==> config.mk <==
export PLATFORM = sky130hd
export DESIGN_NAME = cook_timer_flat
export DESIGN_NICKNAME = d
export VERILOG_FILES = /design/src/rtl/cook_timer_if.sv /design/src/rtl/cook_timer.sv /design/src/flat_wrapper.sv
export SDC_FILE = /design/constraint.sdc
export NUM_CORES = 1
export LEC_CHECK = 0
export ABC_AREA = 1
export BUFFER_PORTS_ARGS = -buffer_cell sky130_fd_sc_hd__buf_2
export CAP_MARGIN = 0
export CORE_MARGIN = 1.5
export CORE_UTILIZATION = 25
export DETAILED_ROUTE_END_ITERATION = 16
export HOLD_SLACK_MARGIN = 0.12
export PLACE_DENSITY = 0.44
export SYNTH_ARGS = -nofsm -noshare
export SYNTH_HDL_FRONTEND = slang
export SYNTH_SLANG_ARGS = --single-unit
==> constraint.sdc <==
create_clock -name clk -period 2.32 [get_ports clk]
set_input_delay 0.116 -clock clk [delete_from_list [all_inputs] [get_ports clk]]
set_output_delay 0.116 -clock clk [all_outputs]
set_load 0.02 [all_outputs]
==> src/rtl/cook_timer_if.sv <==
// Cook-timer bus: keypad/control strobes in, display digits and status out.
// The master side (control panel) drives the strobes; the timer is the slave.
interface cook_timer_if;
    logic [3:0] digit;
    logic       digit_valid;
    logic       start;
    logic       stop;
    logic       door_open;
    logic       tick;
    logic [3:0] min_t;
    logic [3:0] min_o;
    logic [3:0] sec_t;
    logic [3:0] sec_o;
    logic       mag_on;
    logic       done;
    logic       beep;
    logic [1:0] state;

    modport master (
        output digit, digit_valid, start, stop, door_open, tick,
        input  min_t, min_o, sec_t, sec_o, mag_on, done, beep, state
    );

    modport slave (
        input  digit, digit_valid, start, stop, door_open, tick,
        output min_t, min_o, sec_t, sec_o, mag_on, done, beep, state
    );
endinterface

==> src/rtl/cook_timer.sv <==
// Microwave cook-time entry and countdown.
// Digits shift in as MM:SS, count down once per 1 Hz tick while running,
// pause on door open or stop, and pulse done at 00:00.
// Optional completion beeper is built only when COOK_BEEP_EN is defined;
// it stays high for BEEP_TICKS ticks after reaching 00:00.
module cook_timer #(
    parameter int BEEP_TICKS = 3
) (
    input  logic         clk,
    input  logic         rst_n,
    cook_timer_if.slave  bus
);

    typedef enum logic [1:0] {
        IDLE  = 2'd0,
        RUN   = 2'd1,
        PAUSE = 2'd2,
        DONE  = 2'd3
    } state_t;

    // A negative beep length has no meaning; refuse it at elaboration.
    if (BEEP_TICKS < 0) begin : g_bad_cfg
        $error("cook_timer: BEEP_TICKS must be >= 0");
    end

    state_t     st;
    logic [3:0] min_t, min_o, sec_t, sec_o;
    logic       mag_on;
    logic       done;

    logic [3:0] din;
    logic [3:0] dmin_t, dmin_o, dsec_t, dsec_o;
    logic       reg_zero;
    logic       dec_zero;
    logic       go_done;
    logic       leave_done;

    // Clamp the key digit and precompute the one-second BCD decrement.
    // Seconds tens always wraps to 5 after a borrow, but a keyed-in value
    // above 5 simply counts down from where it is.
    always_comb begin
        din    = (bus.digit > 4'd9) ? 4'd9 : bus.digit;
        dsec_o = sec_o - 4'd1;
        dsec_t = sec_t;
        dmin_o = min_o;
        dmin_t = min_t;
        if (sec_o == 4'd0) begin
            dsec_o = 4'd9;
            if (sec_t != 4'd0) begin
                dsec_t = sec_t - 4'd1;
            end else begin
                dsec_t = 4'd5;
                if (min_o != 4'd0) begin
                    dmin_o = min_o - 4'd1;
                end else begin
                    dmin_o = 4'd9;
                    dmin_t = min_t - 4'd1;
                end
            end
        end
        reg_zero   = ({min_t, min_o, sec_t, sec_o} == 16'h0000);
        dec_zero   = ({dmin_t, dmin_o, dsec_t, dsec_o} == 16'h0000);
        // Final tick: only when no higher-priority pause request is present.
        go_done    = (st == RUN) && !bus.stop && !bus.door_open && bus.tick && dec_zero;
        leave_done = (st == DONE) && (bus.digit_valid || bus.start || bus.stop);
    end

    // Main FSM with registered digits, magnetron enable and done pulse.
    // Priority inside each state: stop > door_open > start > tick > digit_valid.
    always_ff @(posedge clk or negedge rst_n) begin
        if (!rst_n) begin
            st     <= IDLE;
            min_t  <= 4'd0;
            min_o  <= 4'd0;
            sec_t  <= 4'd0;
            sec_o  <= 4'd0;
            mag_on <= 1'b0;
            done   <= 1'b0;
        end else begin
            done <= 1'b0;
            case (st)
                IDLE: begin
                    if (bus.stop) begin
                        min_t <= 4'd0;
                        min_o <= 4'd0;
                        sec_t <= 4'd0;
                        sec_o <= 4'd0;
                    end else if (bus.start && !bus.door_open && !reg_zero) begin
                        st     <= RUN;
                        mag_on <= 1'b1;
                    end else if (bus.digit_valid) begin
                        min_t <= min_o;
                        min_o <= sec_t;
                        sec_t <= sec_o;
                        sec_o <= din;
                    end
                end
                RUN: begin
                    // A tick arriving with the pause request is dropped.
                    if (bus.stop || bus.door_open) begin
                        st     <= PAUSE;
                        mag_on <= 1'b0;
                    end else if (bus.tick) begin
                        min_t <= dmin_t;
                        min_o <= dmin_o;
                        sec_t <= dsec_t;
                        sec_o <= dsec_o;
                        if (go_done) begin
                            st     <= DONE;
                            mag_on <= 1'b0;
                            done   <= 1'b1;
                        end
                    end
                end
                PAUSE: begin
                    if (bus.stop) begin
                        st    <= IDLE;
                        min_t <= 4'd0;
                        min_o <= 4'd0;
                        sec_t <= 4'd0;
                        sec_o <= 4'd0;
                    end else if (bus.start && !bus.door_open) begin
                        st     <= RUN;
                        mag_on <= 1'b1;
                    end
                end
                DONE: begin
                    // Digits are already 00:00; a key press lands as the first digit.
                    if (leave_done) begin
                        st <= IDLE;
                        if (bus.digit_valid && !bus.stop) begin
                            min_t <= min_o;
                            min_o <= sec_t;
                            sec_t <= sec_o;
                            sec_o <= din;
                        end
                    end
                end
                default: st <= IDLE;
            endcase
        end
    end

`ifdef COOK_BEEP_EN
    localparam int BW = (BEEP_TICKS > 1) ? $clog2(BEEP_TICKS + 1) : 1;

    logic          beep;
    logic [BW-1:0] beep_cnt;

    // Beeper: armed on entry to DONE, counts ticks down, cleared on leaving DONE.
    always_ff @(posedge clk or negedge rst_n) begin
        if (!rst_n) begin
            beep     <= 1'b0;
            beep_cnt <= '0;
        end else if (go_done) begin
            beep     <= (BEEP_TICKS != 0);
            beep_cnt <= BW'(BEEP_TICKS);
        end else if (leave_done) begin
            beep     <= 1'b0;
            beep_cnt <= '0;
        end else if (beep && bus.tick) begin
            beep_cnt <= beep_cnt - BW'(1);
            if (beep_cnt == BW'(1)) beep <= 1'b0;
        end
    end

    assign bus.beep = beep;
`else
    assign bus.beep = 1'b0;
`endif

    assign bus.state  = st;
    assign bus.min_t  = min_t;
    assign bus.min_o  = min_o;
    assign bus.sec_t  = sec_t;
    assign bus.sec_o  = sec_o;
    assign bus.mag_on = mag_on;
    assign bus.done   = done;

endmodule
==> src/flat_wrapper.sv <==
// flat-port wrapper written by rule: the top's interface ports become plain ports
module cook_timer_flat 
#(
    parameter int BEEP_TICKS = 3
)
  (clk, rst_n, bus_digit, bus_digit_valid, bus_start, bus_stop, bus_door_open, bus_tick, bus_min_t, bus_min_o, bus_sec_t, bus_sec_o, bus_mag_on, bus_done, bus_beep, bus_state);
  cook_timer_if bus_i ();
  input  logic clk;
  input  logic rst_n;
  input wire logic [$bits(bus_i.digit)-1:0] bus_digit;
  input wire logic [$bits(bus_i.digit_valid)-1:0] bus_digit_valid;
  input wire logic [$bits(bus_i.start)-1:0] bus_start;
  input wire logic [$bits(bus_i.stop)-1:0] bus_stop;
  input wire logic [$bits(bus_i.door_open)-1:0] bus_door_open;
  input wire logic [$bits(bus_i.tick)-1:0] bus_tick;
  output wire logic [$bits(bus_i.min_t)-1:0] bus_min_t;
  output wire logic [$bits(bus_i.min_o)-1:0] bus_min_o;
  output wire logic [$bits(bus_i.sec_t)-1:0] bus_sec_t;
  output wire logic [$bits(bus_i.sec_o)-1:0] bus_sec_o;
  output wire logic [$bits(bus_i.mag_on)-1:0] bus_mag_on;
  output wire logic [$bits(bus_i.done)-1:0] bus_done;
  output wire logic [$bits(bus_i.beep)-1:0] bus_beep;
  output wire logic [$bits(bus_i.state)-1:0] bus_state;
  assign bus_i.digit = bus_digit;
  assign bus_i.digit_valid = bus_digit_valid;
  assign bus_i.start = bus_start;
  assign bus_i.stop = bus_stop;
  assign bus_i.door_open = bus_door_open;
  assign bus_i.tick = bus_tick;
  assign bus_min_t = bus_i.min_t;
  assign bus_min_o = bus_i.min_o;
  assign bus_sec_t = bus_i.sec_t;
  assign bus_sec_o = bus_i.sec_o;
  assign bus_mag_on = bus_i.mag_on;
  assign bus_done = bus_i.done;
  assign bus_beep = bus_i.beep;
  assign bus_state = bus_i.state;
  cook_timer #(.BEEP_TICKS(BEEP_TICKS)) u_core (.clk(clk), .rst_n(rst_n), .bus(bus_i));
endmodule
==> flow_summary.yaml <==
worst_setup_path:
  critPathKind: "reg2reg"
  reg2reg_slack_ns: 0.31
  reg2reg_to: "u_core.bus.sec_t[1]"
  r2r_start: "u_core.bus.sec_t[0]"
  cp-startpoint: "u_core.bus.sec_t[0]"
  reg2regPathDepth: 11
  crit_end: "u_core.bus.sec_t[1]"
  required_ns: 2.50
  start_kind: "flop"
  critPathArrivalTime_ns: 2.19
  path_max_fanout: 26
  critPathCaptureType: "flop"
final_layout:
  fillCellCount: 635
  nNetsFinal: 273
  area_delta_synth_final_pct: 17.9
  diodes: 0
  fin_cells: 331
  layout-drive-gt1-share_pct: 20.1
  final_area_sq_um: 1760
  seq_area_sq_um: 500
  multi_input_area_sq_um: 810
routing:
  detailedRoute.firstIterationViolations: 86
  viasPerCell: 4.56
  vias: 1509
  wl_per_cell_um: 12.3
  firstDrtPassIters: 4
  drc: 0
  postRouteAntennaNets: 0
  wl_um: 4080
placement:
  gp_congestion: 0.802
  dp_hpwl_um: 3100
  place_inst: 326
  numPortBuffers: 30
  placed_area_sq_um: 1700
  dp_slack_ns: 0.327
floorplanning:
  pin_count: 32
  num_rows: 27
  dieArea_sq_um: 6440
  core_sq_um: 5640
  start_util_pct: 26.5
  die_h_um: 80.3
  die_w_um: 80.3
outcome:
  status: "finished clean"
grt:
  grt_pass1_vias: 1455
  grt_pass1_wl_um: 6790
  grt_max_degree: 27
  grt_usage_pct: 13.5
  antenna_found_initial: 0
  gr-total-overflow: 0
min_path:
  hp-class: "in2reg"
sta:
  tightest_slew_ns: 0.528
  setup_viol: 0
  slew_viol_final: 0
  relSlewSlack_pct: 64.8
  grt_setup_unrepaired: "no"
  period_needed_ns: 2.01
  timing.fmax_mhz: 497
  setup_ws_ns: 0.310
  fin_tns_setup_ns: 0
  period_share_pct: 86.7
  fin_skew_ns: 0.00466
  hold_violations: 0
logic_synthesis:
  yosys.area.top_type: "dfrtp_1"
  ys_seq_area_share_pct: 33.5
  syn_area_per_cell_sq_um: 6.52
  synth_edf_count: 0
  ys_warn_count: 0
  yosysMostFrequentCell: "nand2_1"
  synth_cell_types: 31
  ys_top_cells_by_count: "71 x nand2_1, 30 x inv_1, 20 x dfrtp_1"
  synth_area_sq_um: 1490
  syn-instance-count: 229
  synth_top_area_share_pct: 33.5
  ys.flop_type: "dfrtp_1"
  synthTopCellsByArea: "dfrtp_1 34%, nand2_1 18%, inv_1 7.5%, nor2_1 4.8%, nand3_1 4.4%"
  synth_fp_nets: 242
  ys_async_sr_fraction_pct: 100
  ys_ff_latch: 20
power:
  p_sw_w: 0.00150
  p_total_w: 0.00270
  p_clk_share_pct: 10.5
  switching_share_pct: 55.6
  cellPowerDensity_nw_per_um2: 1530
  seqPwrFrac_pct: 22.2
  leakage_nw: 0.938
  power.internal_w: 0.00120
  power_frac_comb_pct: 67.3
  ir_worst_vdd_mv: 0.451
cts:
  cts_max_level: 1
  post_cts_buffers: 0
  clk_path_buf_depth: 2
  clk_latency_ns: 0.27
  clk_pin_slew_ns: 0.09
  cts_buffers: 3
  numClockSinks: 20
  tritoncts: "yes"
  root_buffer: "clkbuf_8"
flow_run:
  maxCapViolations: 0
## registers in the layout, summed over array words and instances (netlist names)
signal	count
u_core.bus.sec_t	4
u_core.bus.min_t	4
u_core.bus.sec_o	4
u_core.bus.min_o	4
u_core.bus.done	1
u_core.bus.state	2
u_core.bus.mag_on	1
## metal layers
layer | vias to the layer above | part of all wire [%] | global-route usage (%)
met4 | 0 | 0.64 | 3.10
met1 | 689 | 50 | 17.7
met3 | 4 | 2.9 | 2.16
li1 | 796 | - | -
met5 | - | 0 | 0
met2 | 20 | 46 | 23.1
## placed cells by master, fill, tap and decap left out, drive strengths merged
cell	netlist	layout
a32o	1	1
o31ai	1	1
ha	2	2
clkbuf	2	4
conb	1	1
nor3	2	2
nand3b	1	1
nor4	1	1
dfrtp	20	20
nor2	25	25
buf	4	31
a22oi	2	2
o22ai	9	9
o32ai	2	2
a21oi	6	6
nand3	13	13
o211ai	1	1
inv	36	36
xor2	1	1
o21ai	21	21
nand4	1	1
dlygate4sd3	0	1
a31oi	1	1
nand2	76	76
## worst min path at each step
stage	slack, ns	cells after the start	from	endpoint
floorplan	-0.18	0	rst_n	u_core.bus.done
global placement	0.12	1	rst_n	u_core.bus.sec_o[2]
detailed placement	0.13	1	rst_n	u_core.bus.sec_o[3]
CTS	0.14	3	bus_door_open	u_core.bus.state[1]
global route	0.17	3	bus_door_open	u_core.bus.state[1]
finish	0.15	3	bus_door_open	u_core.bus.state[1]
## metrics by stage
| stage | hold WS (ns) | util, % |
|---|---|---|
| 2_1_floorplan | -0.180 | - |
| 3_3_place_gp | 0.124 | 30.1 |
| 3_5_place_dp | 0.130 | 30.1 |
| 4_1_cts | 0.145 | 31.2 |
| 5_1_grt | 0.171 | 31.2 |
| 6_report | 0.152 | 31.2 |
## final cells by class
class | count | share of cell area [%]
tap | 72 | 5.12
multi-input combinational | 167 | 46.0
sequential | 20 | 28.4
timing repair buffer | 32 | 9.52
inverter | 36 | 7.82
clock buffer | 4 | 3.13
## what timing repair did
item | 4_1_cts | 5_1_grt
resized for setup | 0 | 0
hold buffers | 1 | 0
hold endpoints to repair | 20 | 0
## cells by family after synthesis
kind of cell | share of synthesized area (%)
simple gates | 34.6
compound gates | 17.1
buf+inv | 12.2
flops | 33.5
fa+ha+maj | 1.68
xor+xnor | 0.587
other cells | 0.251
## power groups by stage
stage / clock network [W] / logic [W] / registers (W)
2_1_floorplan: 0 / 0.00129 / 0.000735
5_1_grt: 0.000310 / 0.00206 / 0.000621
3_5_place_dp: 0 / 0.00182 / 0.000609
6_report: 0.000284 / 0.00181 / 0.000599
4_1_cts: 0.000295 / 0.00183 / 0.000603
3_3_place_gp: 0 / 0.00185 / 0.000610
## critical path, cell delays in order (launching register included)
cell	delay (ns)
dfrtp_1	0.44
nor2_1	0.18
nand2_1	0.17
nor2_4	0.26
nand3_1	0.13
nand2_1	0.09
nand2_1	0.05
nand3_1	0.08
nand2_2	0.12
inv_4	0.25
nand2_1	0.08
o21ai_0	0.09
(Power assumes the default switching activity.)
